$ cat config.mk
export PLATFORM = sky130hd
export DESIGN_NAME = dmem_req_unit
export DESIGN_NICKNAME = d
export VERILOG_FILES = /design/src/rtl/dmem_req_unit.sv
export SDC_FILE = /design/constraint.sdc
export NUM_CORES = 1
export LEC_CHECK = 0
export BUFFER_PORTS_ARGS = -buffer_cell sky130_fd_sc_hd__buf_2
export CORE_MARGIN = 5
export CORE_UTILIZATION = 50
export CTS_BUF_LIST = sky130_fd_sc_hd__clkbuf_4 sky130_fd_sc_hd__clkbuf_8
export DETAILED_ROUTE_END_ITERATION = 6
export PLACE_DENSITY = 0.82
export SLEW_MARGIN = 15
export SYNTH_ARGS = -nofsm -noshare
export SYNTH_HDL_FRONTEND = slang
export SYNTH_SLANG_ARGS = --single-unit
$ cat constraint.sdc
create_clock -name clk -period 1.95 [get_ports clk]
set_clock_uncertainty 0.15 [all_clocks]
set_input_delay 0.2925 -clock clk [delete_from_list [all_inputs] [get_ports clk]]
set_output_delay 0.2925 -clock clk [all_outputs]
set_load 0.01 [all_outputs]
$ cat src/rtl/dmem_req_unit.sv
// rtl/dmem_req_unit.sv - MEM-stage data-memory requester; optional response timeout under DMEM_TIMEOUT_EN
module dmem_req_unit #(
    parameter int width = 32
`ifdef DMEM_TIMEOUT_EN
    , parameter int TIMEOUT = 255
`endif
) (
    input  logic             clk,
    input  logic             rst,
    input  logic             MEM_valid_i,
    input  logic             MEM_mem_read_i,
    input  logic             MEM_mem_write_i,
    input  logic [2:0]       MEM_funct3_i,
    input  logic [width-1:0] MEM_alu_out_i,
    input  logic [width-1:0] MEM_rs2_i,
    input  logic             dmem_resp_i,
    input  logic [width-1:0] dmem_rdata_i,
    output logic             dmem_read_o,
    output logic             dmem_write_o,
    output logic [width-1:0] dmem_address_o,
    output logic [width-1:0] dmem_wdata_o,
    output logic [3:0]       dmem_wmask_o,
    output logic             MEM_stall_o,
    output logic [width-1:0] MEM_rdata_o,
    output logic [width-1:0] MEM_addr_o,
`ifdef DMEM_TIMEOUT_EN
    output logic             dmem_timeout_o,
`endif
    output logic             MEM_misalign_o
);

    typedef enum logic [1:0] {
        IDLE = 2'd0,
        BUSY = 2'd1,
        DONE = 2'd2
    } state_e;

    state_e             state_q, state_d;
    logic               read_q, write_q;
    logic [width-1:0]   addr_q, wdata_q;
    logic [3:0]         wmask_q;
    logic [width-1:0]   rdata_q, maddr_q;

    logic [1:0]         off;
    logic               misalign_raw;
    logic               access;
    logic               req;
    logic               is_write;
    logic [width-1:0]   wdata_d;
    logic [3:0]         wmask_d;
    logic               resp_done;
    logic               to_hit;

    assign off      = MEM_alu_out_i[1:0];
    assign access   = MEM_valid_i & (MEM_mem_read_i | MEM_mem_write_i);
    assign is_write = MEM_mem_write_i;

    // Byte-lane replication lets the cache take data straight off the lane selected by wmask.
    always_comb begin
        misalign_raw = 1'b0;
        wdata_d      = MEM_rs2_i;
        wmask_d      = 4'b1111;
        case (MEM_funct3_i)
            3'b000, 3'b100: begin
                wdata_d = {4{MEM_rs2_i[7:0]}};
                wmask_d = 4'b0001 << off;
            end
            3'b001, 3'b101: begin
                wdata_d      = {2{MEM_rs2_i[15:0]}};
                wmask_d      = 4'b0011 << off;
                misalign_raw = off[0];
            end
            default: begin
                misalign_raw = (off != 2'b00);
            end
        endcase
    end

    assign MEM_misalign_o = access & misalign_raw;
    assign req            = access & ~misalign_raw;
    assign resp_done      = (state_q == BUSY) & dmem_resp_i;

`ifdef DMEM_TIMEOUT_EN
    localparam logic [7:0] TO_LAST = 8'(TIMEOUT - 1);

    logic [7:0] cnt_q;
    logic       timeout_q;

    // A response on the final counted cycle still completes normally.
    assign to_hit         = (state_q == BUSY) & ~dmem_resp_i & (cnt_q == TO_LAST);
    assign dmem_timeout_o = timeout_q;

    always_ff @(posedge clk or negedge rst) begin
        if (!rst) begin
            cnt_q     <= 8'd0;
            timeout_q <= 1'b0;
        end else begin
            timeout_q <= to_hit;
            if (state_q == IDLE && req) begin
                cnt_q <= 8'd0;
            end else if (state_q == BUSY) begin
                cnt_q <= cnt_q + 8'd1;
            end
        end
    end
`else
    assign to_hit = 1'b0;
`endif

    always_ff @(posedge clk or negedge rst) begin
        if (!rst) begin
            state_q <= IDLE;
        end else begin
            state_q <= state_d;
        end
    end

    always_comb begin
        state_d = state_q;
        case (state_q)
            IDLE: begin
                if (req) begin
                    state_d = BUSY;
                end
            end
            BUSY: begin
                if (dmem_resp_i || to_hit) begin
                    state_d = DONE;
                end
            end
            DONE: begin
                state_d = IDLE;
            end
            default: begin
                state_d = IDLE;
            end
        endcase
    end

    always_comb begin
        MEM_stall_o    = 1'b0;
        dmem_read_o    = 1'b0;
        dmem_write_o   = 1'b0;
        dmem_address_o = {addr_q[width-1:2], 2'b00};
        dmem_wdata_o   = wdata_q;
        dmem_wmask_o   = wmask_q;
        MEM_rdata_o    = rdata_q;
        MEM_addr_o     = maddr_q;
        case (state_q)
            IDLE: begin
                MEM_stall_o = req;
            end
            BUSY: begin
                MEM_stall_o  = 1'b1;
                dmem_read_o  = read_q;
                dmem_write_o = write_q;
            end
            default: begin
                MEM_stall_o = 1'b0;
            end
        endcase
    end

    // Request registers load only from IDLE, so MEM inputs are ignored while BUSY.
    always_ff @(posedge clk or negedge rst) begin
        if (!rst) begin
            read_q  <= 1'b0;
            write_q <= 1'b0;
            addr_q  <= '0;
            wdata_q <= '0;
            wmask_q <= 4'b0000;
            rdata_q <= '0;
            maddr_q <= '0;
        end else begin
            if (state_q == IDLE && req) begin
                read_q  <= ~is_write;
                write_q <= is_write;
                addr_q  <= MEM_alu_out_i;
                wdata_q <= is_write ? wdata_d : '0;
                wmask_q <= is_write ? wmask_d : 4'b0000;
            end
            if (resp_done) begin
                maddr_q <= addr_q;
                if (read_q) begin
                    rdata_q <= dmem_rdata_i;
                end
            end
        end
    end

endmodule

**After elaboration in Yosys (flattened, before gate mapping)**

Cells that the tools add are included.

- Equality and inequality tests: 6
- Shift operators: 2
- Muxes and demuxes: 11
- Bitwise gates (word level): 7
- Reduce and logical (&&, ||, !) cells: 8

Operator list:

| cell | count |
|---|---|
| $pmux 32 s2 | 1 |
| $mux 32 | 1 |
| $pmux 4 s2 | 1 |
| $eq 3x3->1 const B | 2 |
| $and 1x1->1 | 4 |
| $mux 2 | 2 |
| $mux 4 | 1 |
| $ne 2x2->1 const B | 2 |
| $pmux 1 s2 | 2 |
| $pmux 2 s2 | 1 |
| $reduce_and 2->1 | 2 |
| $reduce_or 2->1 | 2 |
| $shl 1x2->4 const A | 1 |
| $shl 2x2->4 const A | 1 |
| $eq 3x1->1 const B | 1 |
| $logic_not 3->1 | 1 |
| $eq 2x1->1 const B | 1 |
| $logic_not 2->1 | 1 |
| $mux 1 | 2 |
| $not 1->1 | 2 |
| $reduce_bool 2->1 | 1 |
| $logic_and 1x1->1 | 1 |
| $or 1x1->1 | 1 |

- Bits in registers: 136
- Input bits: 105
- Output and inout bits: 136
- Logic and storage cells: 42

**Longest topological paths before layout**

Gate-level depths: netlist (run 1).

- Word-level depth: 7
- Depth in mapped cells: 6
- Mapped depth without buffers: 3

**Least setup slack after synthesis (run 1)**

Ideal clock, no wire load.

- Path kind: register to register
- Start point: reg state_q[0]
- End point: reg rdata_q[10] (netlist: MEM_rdata_o[10])
- Library setup time: 0.125 ns
- Data arrival time: 1.370 ns
- Data required time: 1.675 ns
- Slack: 0.306 ns
- Cell stages (with the launch flop): 6
- Buffers on the path: 2
- Period minus slack after synthesis: 1.644 ns
- Cells stage by stage: dfrtp_1 -> and3b_1 -> buf_2 -> nand2_1 -> buf_2 -> mux2_2

- Word-level cells in the longest chain between the ends: 3

RTL lines:

| item | RTL line | source |
|---|---|---|
| start, declared | 38 | `state_e state_q, state_d;` |
| start signal, assigned | 114 | `state_q <= state_d;` |
| $eq 2x1->1 | 81 | `assign resp_done = (state_q == BUSY) & dmem_resp_i;` |
| $and 1x1->1 | 81 |  |
| $reduce_and 2->1 (no source line) | -- |  |
| end signal, assigned | 185 | `rdata_q <= dmem_rdata_i;` |
| end, declared | 42 | `logic [width-1:0] rdata_q, maddr_q;` |

Every way passes these cells.
A chain may end at the register's enable or synchronous reset.

**Worst setup path after layout (run 1)**

- Start point: reg state_q[0]
- End point: out MEM_stall_o

- Word-level cells in the longest chain between the ends: 2
- Elaborated cells between the ends (all ways): 3
- Those cells by class: eq/ne (1); mux (1); reduce/logical (1)

RTL lines:

| item | RTL line | source |
|---|---|---|
| $eq 2x1->1 or $logic_not 2->1 (tied branches) | 149 | `case (state_q)` |
| $pmux 1 s2 (*) | 149 |  |
| end, declared | 23 | `output logic MEM_stall_o,` |

Mark *: on every way between the ends. The rest lies on a longest branch, timed or not.

==> results of run 1 <==
## critical path, delay by kind of cell, from the launching register on
| kind | cells | cell delay, ps |
|---|---|---|
| flops | 1 | 410 |
| simple gates | 2 | 220 |
| compound gates | 1 | 100 |
| buf+inv | 2 | 240 |
## through the flow
step                      area (um2)  utilization (%)  total power, mW
after floorplan                 5980                -             6.58
after global placement          7150             60.3             7.83
after detailed placement        7150             60.3             8.01
after CTS                       8360             70.5             10.8
after global routing            8380             70.6             11.3
final                           8380             70.6             10.7
## cell families after synthesis
family,share of synthesized area (%)
buffers and inverters,7.43
DFF,56.9
and+or+nand+nor,4.29
AOI/OAI and AO/OA,3.56
other,0.0627
muxes,27.7
## routing by layer
metal  global-route usage (%)  share of wire [%]  vias up
li1                         -                  -     2053
met1                     26.3                 38     2176
met2                     40.3                 51      190
met3                     7.08                7.3       45
met4                     10.8                3.8        0
met5                        0                  0        -
## worst paths after layout
kind / endpoint / slack (ps) / cells past startpoint
min in group asynchronous: MEM_addr_o[22] / 230 / 2
max: MEM_stall_o / 100 / 5
min reg2reg: MEM_rdata_o[14] / 350 / 1
min: addr_q[0] / 30 / 2
max in group asynchronous: addr_q[18] / 840 / 3
max reg2reg: addr_q[5] / 290 / 5
## state kept, by name, summed over array words and instances, names as in the netlist
| name | cells |
|---|---|
| MEM_addr_o | 32 |
| MEM_rdata_o | 32 |
| addr_q | 32 |
| dmem_wdata_o | 32 |
| dmem_wmask_o | 4 |
| state_q | 2 |
| read_q | 1 |
| write_q | 1 |
## cells in the mapped netlist, drive strengths merged, types with 2 or more instances
master and instances:
buf 52, dfrtp 136, nand2 10, inv 11, nand2b 4, o21ai 11, a21oi 11, nor2b 7
o211ai 3, a211oi 6, and2 2, mux2i 25, clkinv 2, mux2 125, or3b 8, nor2 11
clkbuf 4
## power breakdown
group	internal, mW	total (mW)	switching, mW
Clock	1.59	2.60	1.01
Sequential	3.94	4.56	0.627
Combinational	1.86	3.56	1.70
## cells in the final DEF, fill, tap and decap left out, types with 2 or more instances in the layout
cell type | Yosys | routed
nand2_1 | 10 | 10
mux2i_1 | 25 | 25
bufinv_16 | 0 | 4
inv_1 | 11 | 11
and2_1 | 2 | 2
clkinv_1 | 2 | 2
a21oi_1 | 11 | 11
nor2_2 | 1 | 2
buf_6 | 6 | 2
a211oi_1 | 6 | 6
mux2_1 | 10 | 10
buf_12 | 0 | 6
buf_4 | 33 | 11
mux2_2 | 115 | 115
clkbuf_4 | 0 | 2
clkinv_2 | 0 | 2
or3b_2 | 8 | 8
nor2_1 | 10 | 9
clkbuf_8 | 0 | 22
o21ai_0 | 11 | 11
nor2b_1 | 7 | 7
buf_2 | 13 | 235
dfrtp_1 | 136 | 136
o211ai_1 | 2 | 2
dlygate4sd3_1 | 0 | 71
conb_1 | 1 | 2
nand2b_1 | 4 | 4
## area by class of cell
class                           count  area, um2
Sequential cell                   136       3400
Multi-Input combinational cell    231       2140
Tap cell                          147        184
Clock buffer                       24        318
Clock inverter                      7        139
Fill cell                         834       3490
Inverter                           13       48.8
Timing Repair Buffer              326       2140
## what timing repair did
item	4_1_cts	5_1_grt
gates resized for setup	1	1
endpoints found under the hold margin	119	0
buffers inserted	1	1
setup endpoints to repair	1	1
gates cloned	1	0
pin swaps	1	1
hold buffers	71	0
==> out/results.ini, run 1 <==
[outcome]
status=completed

[sta]
timing.fmax_ghz=0.542
min_period_ps=1850
slew_viol_final=0
grt_setup_unrepaired=false
min_period_over_period_pct=94.7
maxSlewHeadroom_pct=64.7
tightestPinTransition_ps=529
hold_slack_ps=31.4
final_hold_viol_count=0
setup_viol=0
setup-tns-final_ps=0
fin_ws_ps=103

[yosys]
postSynthAreaPerCell_um2=13.7
yosys_register_bits=136
netlist_instances=435
yosys.area.top_type=dfrtp_1
seq_area_frac_synth_pct=56.9
syn_area_um2=5980
async_flop_share_pct=100
synth_warnings=0
synth_edf_count=0
synthTopCellsByArea=dfrtp_1 57%, mux2_2 22%, mux2i_1 4.2%, buf_4 4.1%, mux2_1 1.9%
synth_top_area_share_pct=56.9
synth_cell_types=29
synth_ff_type=dfrtp_1

[route]
drcViolationCount=0
wl_per_cell_um=18.4
ant_nets=0
vias=4464
wl_mm=16.3
drt-initial-drc-count=270
dr.pass1.iters=4
viasPerCell=5.05

[power]
power_density_nw_per_um2=1280
leakage_nw=4.24
peakVddDrop_uv=604

[place]
gp_congestion=0.793
dp_hpwl_mm=10.7
dp_slack_ps=131
placed_cells=779
port-buffer-count=237

[layout]
nets=830
syn_to_final_growth_pct=40.1
fin_cells=884
diodes=0
drive_gt1_share_pct=56.0

[floorplan]
die-area_um2=14200
num_rows=40
boundaryPins=241
die_w_um=119
die_h_um=119
core-area_um2=11900
start_util_pct=50.4

[min_path]
hold_path_class=input port to flip-flop
hold_path_startpoint=MEM_alu_out_i[0]

[worst_setup_path]
start_kind=flip-flop
cp.required_ps=1510
cp-end-kind=output port
cp.arrival_ps=1400
crit_chain=nor2_2 -> o211ai_4 -> buf_12 -> nand2_1 -> buf_6
cp-startpoint=state_q[0]
reg2reg_from=state_q[0]
path_class=flip-flop to output port
crit_slowest_cell=dfrtp_1
crit_fanout=4
slowest_delay_ps=410

[flow_run]
cap_violations=0

[global_routing]
grt_overflow=0
grt_antenna_before_repair=0
grt_pass1_vias=4821
grt_pass1_wl_mm=25.8
grt_max_degree=54
grt_usage_pct=23.2

[clock_tree]
cts-buffers-inserted=17
cts_tree=yes
cts_root_buf=clkbuf_8
h-tree-depth=4
cts_sinks=136
path_clk_slew_ps=70
clock_latency_ps=440
cts_buffer_depth=2

Power figures use the tool's default switching activity.
==> run 2, diff against run 1 <==
CORE_MARGIN = 1   (was 5)
PLACE_DENSITY = default   (was 0.82)
PLACE_DENSITY_LB_ADDON = 0.08   (was default)
==> run 2 against run 1 <==
Compared with the run above: register-to-register slack got worse by 30 ps; the run now ends with design-rule violations left; power fell by 0.69%; count of clock-buffer cells in the layout fell by 5; final cell count fell by 0.45%.
==> out/results.ini, run 2 (synthesis results as in run 1) <==
[global_routing]
grt_pass1_vias=4650  ; was 4821
grt_usage_pct=25.4  ; was 23.2%
grt_overflow=0  ; unchanged
grt_pass1_wl_mm=24.0  ; was 25.8 mm
grt_max_degree=53  ; was 54
grt_antenna_before_repair=2  ; was 0

[power]
power_switching_mw=3.29  ; was 3.34 mW
power_density_nw_per_um2=1280  ; about the same
swShare_pct=30.9  ; was 31.2%
peakVddDrop_uv=654  ; was 604 uV
p_int_mw=7.36  ; was 7.38 mW
total_power_mw=10.6  ; was 10.7 mW
p_seq_share_pct=42.3  ; was 42.6%
p_comb_share_pct=32.9  ; was 33.2%
leakage_nw=4.22  ; was 4.24 nW
pwr-share-clk_pct=24.8  ; was 24.2%

[layout]
final_cell_mix=236 x buf_2, 136 x dfrtp_1, 115 x mux2_2  ; was 235 x buf_2, 136 x dfrtp_1, 115 x mux2_2
syn_to_final_growth_pct=39.6  ; was 40.1%
nets=828  ; was 830
fillCellCount=819  ; was 834
final_common_cell=buf_2  ; unchanged
drive_gt1_share_pct=56.0  ; about the same

[worst_setup_path]
crit_chain=nor2_2 -> o211ai_4 -> nand2_1 -> buf_2  ; was nor2_2 -> o211ai_4 -> buf_12 -> nand2_1 -> buf_6
rrSetupSlack_ps=260  ; was 290 ps
reg2reg_from=state_q[0]  ; unchanged
crit_slowest_cell=dfrtp_1  ; unchanged
crit_fanout=4  ; unchanged
cp.required_ps=1510  ; about the same
path_class=flip-flop to output port  ; unchanged
start_kind=flip-flop  ; unchanged
cp-end-kind=output port  ; unchanged
cp.arrival_ps=1310  ; was 1400 ps
cp_top_family=flip-flops  ; unchanged
r2r-end=addr_q[30]  ; was addr_q[5]
worst-path-buf-inv=1  ; was 2
reg2reg_depth=5  ; unchanged
slowest_delay_ps=410  ; about the same

[route]
vias=4340  ; was 4464
viasPerCell=4.93  ; was 5.05
drt-initial-drc-count=250  ; was 270
wl_mm=14.5  ; was 16.3 mm
dr.pass1.iters=7  ; was 4
ant_nets=0  ; unchanged
drcViolationCount=36  ; was 0
wl_per_cell_um=16.5  ; was 18.4 um

[place]
port-buffer-count=237  ; unchanged
gp_congestion=0.763  ; was 0.793
dp_hpwl_mm=9.70  ; was 10.7 mm

[min_path]
holdPathEnd=addr_q[1]  ; was addr_q[0]
hold_path_startpoint=MEM_alu_out_i[1]  ; was MEM_alu_out_i[0]
min_path_cells=2  ; unchanged
hold_path_class=input port to flip-flop  ; unchanged

[outcome]
status=finished with violations  ; was completed
violations=design-rule violations

[sta]
timing.fmax_ghz=0.569  ; was 0.542 GHz
min_period_over_period_pct=90.1  ; was 94.7%
slew_viol_final=0  ; unchanged
grt_setup_unrepaired=false  ; unchanged
min_period_ps=1760  ; was 1850 ps
setup-tns-final_ps=0  ; unchanged
final_hold_viol_count=0  ; unchanged
setup_viol=0  ; unchanged

[floorplan]
num_rows=39  ; was 40
core-area_um2=11500  ; was 11900 um2
die_w_um=111  ; was 119 um
boundaryPins=241  ; unchanged
die-area_um2=12400  ; was 14200 um2
start_util_pct=51.9  ; was 50.4%
die_h_um=111  ; was 119 um

[clock_tree]
cts_root_buf=clkbuf_8  ; unchanged
cts_sinks=136  ; unchanged
cts_buffer_depth=2  ; unchanged
h-tree-depth=4  ; unchanged
cts_tree=yes  ; unchanged
path_clk_slew_ps=70  ; about the same
cts-buffers-inserted=17  ; unchanged
clock_latency_ps=430  ; was 440 ps

[flow_run]
cap_violations=0  ; unchanged

-- run 2: changes by cell type in the layout (fill, tap and decap cells not counted), moves of 2 or more --
cell | previous run | this run
clkinvlp_4 | 0 | 4
clkbuf_8 | 22 | 19
clkbuf_4 | 2 | 0
clkinv_2 | 2 | 4
-- run 2: final cells by class --
| cell class | instances | area [um2] | share of cell area (%) |
|---|---|---|---|
| diodes | 1 | 2.50 | 0.0300 |
| clock buffers | 19 | 262 | 3.13 |
| clock inverters | 13 | 200 | 2.40 |
| inverters | 13 | 48.8 | 0.585 |
| multi-input cells | 231 | 2140 | 25.6 |
| flip-flops and latches | 136 | 3400 | 40.8 |
| well taps | 143 | 179 | 2.14 |
| repair buffers | 324 | 2110 | 25.3 |
-- run 2: worst max-delay path by stage --
stage	from	end	slack, ps	cells past startpoint
finish	state_q[0]	MEM_stall_o	190	4
global route	state_q[0]	MEM_stall_o	90	4
detailed placement	MEM_funct3_i[1]	addr_q[21]	160	5
global placement	MEM_funct3_i[1]	addr_q[5]	190	5
CTS	state_q[1]	MEM_stall_o	0.6	5
floorplan	state_q[0]	MEM_rdata_o[10]	310	5
-- run 2: layer usage --
layer	up-vias	part of all wire (%)	routed length (um)	global-route usage [%]
met5	-	0.069	10	0
met4	2	1.5	218	9.82
met3	22	6.6	956	8.71
met2	154	52	7570	43.9
met1	2116	40	5740	29.0
li1	2046	-	-	-
-- run 2: through the flow --
step / util [%] / hold WS [ps] / instance area (um2) / setup slack [ps] / std cells
finish: 72.5 / 32.2 / 8340 / 194 / 880
global placement: 61.9 / 91.4 / 7130 / 192 / 773
CTS: 72.5 / 0.349 / 8350 / 0.616 / 878
global route: 72.5 / 6.88 / 8340 / 90.4 / 880
floorplan: - / -153 / 5980 / 306 / 436
detailed placement: 61.9 / 91.6 / 7130 / 159 / 773
-- run 2: repair_timing --
item                                   CTS  global route
endpoints found under the hold margin  123             0
setup endpoints to repair                1             1
pin swaps                                1             1
resized for setup                        1             0
hold buffers                            71             0
setup buffers                            1             2
gates cloned                             1             0
-- run 2: worst reg2reg max path, cell delays in order (launching register included) --
cell,delay (ps)
dfrtp_1,410
nor2_2,170
o211ai_4,110
buf_4,170
bufbuf_16,290
mux2_2,280
-- run 2: power groups by stage --
stage,clock network [mW],registers [mW],logic [mW]
after floorplan,0,4.93,1.65
after CTS,2.72,4.50,3.53
final,2.64,4.50,3.50
after detailed placement,0,4.55,3.39
after global placement,0,4.47,3.32
after global routing,2.86,4.66,3.76
==> run 3, diff against run 2 <==
==> constraint.sdc (replaced) <==
create_clock -name clk -period 1.95 [get_ports clk]
set_clock_uncertainty 0.15 [all_clocks]
set_input_delay 0.39 -clock clk [delete_from_list [all_inputs] [get_ports clk]]
set_output_delay 0.39 -clock clk [all_outputs]
set_load 0.01 [all_outputs]
==> run 3 against run 2 <==
Compared with the run above: via count fell by 8.1%; critical path depth did not move; global-route usage fell by 3.2 points; the run still ends with design-rule violations left; fmax fell by 5.1%; setup slack got worse by 95 ps; sequential power barely moved; largest power group unchanged; first-iteration DRC count fell by 36%; final cell count fell by 7.5%; register-to-register slack improved by 40 ps.
==> out/results.ini, run 3 (synthesis results as in run 1) <==
[outcome]
status=finished with violations  ; unchanged
violations=design-rule violations  ; unchanged

[worst_setup_path]
crit_fanout=4  ; unchanged
cp.arrival_ps=1310  ; about the same
worst-path-buf-inv=1  ; unchanged
cp.required_ps=1410  ; was 1510 ps
start_kind=flip-flop  ; unchanged
rrSetupSlack_ps=300  ; was 260 ps
path_class=flip-flop to output port  ; unchanged
slowest_delay_ps=410  ; about the same
crit_chain=nor2_2 -> o211ai_4 -> nand2_1 -> buf_2  ; unchanged
crit_slowest_cell=dfrtp_1  ; unchanged
cp-end-kind=output port  ; unchanged
cp_top_family=flip-flops  ; unchanged

[route]
drt-initial-drc-count=161  ; was 250
ant_nets=0  ; unchanged
highest_layer=met5  ; unchanged
drcViolationCount=36  ; unchanged
met3_length_mm=1.02  ; was 956 um
wl_mm=13.1  ; was 14.5 mm
vias=3987  ; was 4340
viasPerCell=4.90  ; was 4.93
wl_met2_mm=6.60  ; was 7.57 mm
dr.pass1.iters=6  ; was 7
m1WireLength_mm=5.30  ; was 5.74 mm
wl_per_cell_um=16.1  ; was 16.5 um

[floorplan]
die_w_um=111  ; unchanged
start_util_pct=51.9  ; unchanged
die-area_um2=12400  ; unchanged
die_h_um=111  ; unchanged
boundaryPins=241  ; unchanged
core-area_um2=11500  ; unchanged
num_rows=39  ; unchanged

[clock_tree]
cts_sinks=136  ; unchanged
cts_root_buf=clkbuf_8  ; unchanged
cts_buffer_depth=2  ; unchanged
h-tree-depth=4  ; unchanged
clock_latency_ps=430  ; about the same
path_clk_slew_ps=70  ; about the same
cts-buffers-inserted=17  ; unchanged
cts_tree=yes  ; unchanged

[layout]
syn_to_final_growth_pct=28.5  ; was 39.6%
final_common_cell=buf_2  ; unchanged
finalInstanceArea_um2=7680  ; was 8340 um2
final_cell_mix=236 x buf_2, 136 x dfrtp_1, 115 x mux2_2  ; unchanged
ff_latch_area_um2=3400  ; unchanged
drive_gt1_share_pct=61.6  ; was 56.0%
multi_input_area_um2=2140  ; unchanged
nets=762  ; was 828
fillCellCount=919  ; was 819
final_util_pct=66.7  ; was 72.5%

[place]
gp_congestion=0.779  ; was 0.763
placed_area_um2=7150  ; was 7130 um2
dp_slack_ps=30.9  ; was 159 ps
dp_hpwl_mm=9.72  ; was 9.70 mm
port-buffer-count=237  ; unchanged

[sta]
min_period_over_period_pct=94.9  ; was 90.1%
fin_ws_ps=99.0  ; was 194 ps
setup_viol=0  ; unchanged
grt_setup_unrepaired=false  ; unchanged
min_period_ps=1850  ; was 1760 ps
final_hold_viol_count=0  ; unchanged
timing.fmax_ghz=0.540  ; was 0.569 GHz
setup-tns-final_ps=0  ; unchanged
slew_viol_final=0  ; unchanged

[power]
p_seq_share_pct=42.7  ; was 42.3%
total_power_mw=10.5  ; was 10.6 mW
leakage_nw=3.95  ; was 4.22 nW
p_int_mw=7.35  ; was 7.36 mW
power_switching_mw=3.16  ; was 3.29 mW
power_density_nw_per_um2=1370  ; was 1280 nW/um2
peakVddDrop_uv=682  ; was 654 uV
p_comb_share_pct=31.9  ; was 32.9%
pwr-share-clk_pct=25.4  ; was 24.8%
swShare_pct=30.1  ; was 30.9%

[global_routing]
grt_max_degree=52  ; was 53
grt_pass1_vias=4131  ; was 4650
grt_antenna_before_repair=2  ; unchanged
grt_overflow=0  ; unchanged
grt_pass1_wl_mm=21.1  ; was 24.0 mm
grt_usage_pct=22.2  ; was 25.4%

[flow_run]
cap_violations=0  ; unchanged

[min_path]
hold_path_class=input port to flip-flop  ; unchanged

-- run 3: changes by cell type in the layout (fill, tap and decap cells not counted), sizes merged, moves of 2 or more --
cell	previous run	this run
clkinvlp	4	1
clkbuf	19	26
dlygate4sd3	71	4
buf	252	254
clkinv	6	3
-- run 3: final timing paths --
path | endpoint | from | depth (start not counted)
max in group asynchronous | dmem_wdata_o[10] | rst | 3
worst min-delay path | addr_q[11] | MEM_alu_out_i[11] | 2
worst min register to register | dmem_wdata_o[22] | dmem_wdata_o[22] | 1
min in group asynchronous | MEM_addr_o[3] | rst | 2
worst max-delay path | MEM_stall_o | state_q[1] | 4
worst max register to register | dmem_wdata_o[24] | state_q[1] | 5
-- run 3: worst register-to-register path: stages, from the launching register on --
cell and delay [ps]:
dfrtp_1 410, nor2_2 170, o211ai_4 90, buf_4 160
buf_12 180, mux2_1 360
-- run 3: cell type report --
class	instances	share of cell area [%]
Sequential cell	136	44.3
Tap cell	143	2.33
Multi-Input combinational cell	231	27.8
Clock buffer	26	4.49
Clock inverter	6	1.73
Inverter	13	0.635
Antenna cell	1	0.0326
Timing Repair Buffer	258	18.7
-- run 3: timing repair --
item,in CTS,in global routing
resized for setup,1,0
hold endpoints to repair,31,0
buffers inserted,0,1
pin swaps,0,1
hold buffers,4,0
cloned,0,0
endpoints found under the setup margin,1,1
-- run 3: power by group through the flow --
stage,sequential [mW],clock [mW],combinational [mW]
after floorplan,4.93,0,1.65
after global placement,4.47,0,3.32
after detailed placement,4.55,0,3.39
after CTS,4.50,2.73,3.41
final,4.49,2.67,3.35
after global routing,4.63,2.84,3.62
-- run 3: stage by stage --
stage,hold WS (ps),std cells
detailed placement,145,776
floorplan,-55.6,436
global placement,137,776
CTS,1.51,812
global route,14.5,814
finish,29.4,814
-- run 3: per-layer routing --
layer,vias to the layer above,global-route usage [%]
met1,1902,26.2
met5,-,0
met2,154,37.3
met4,2,9.28
li1,1907,-
met3,22,7.40
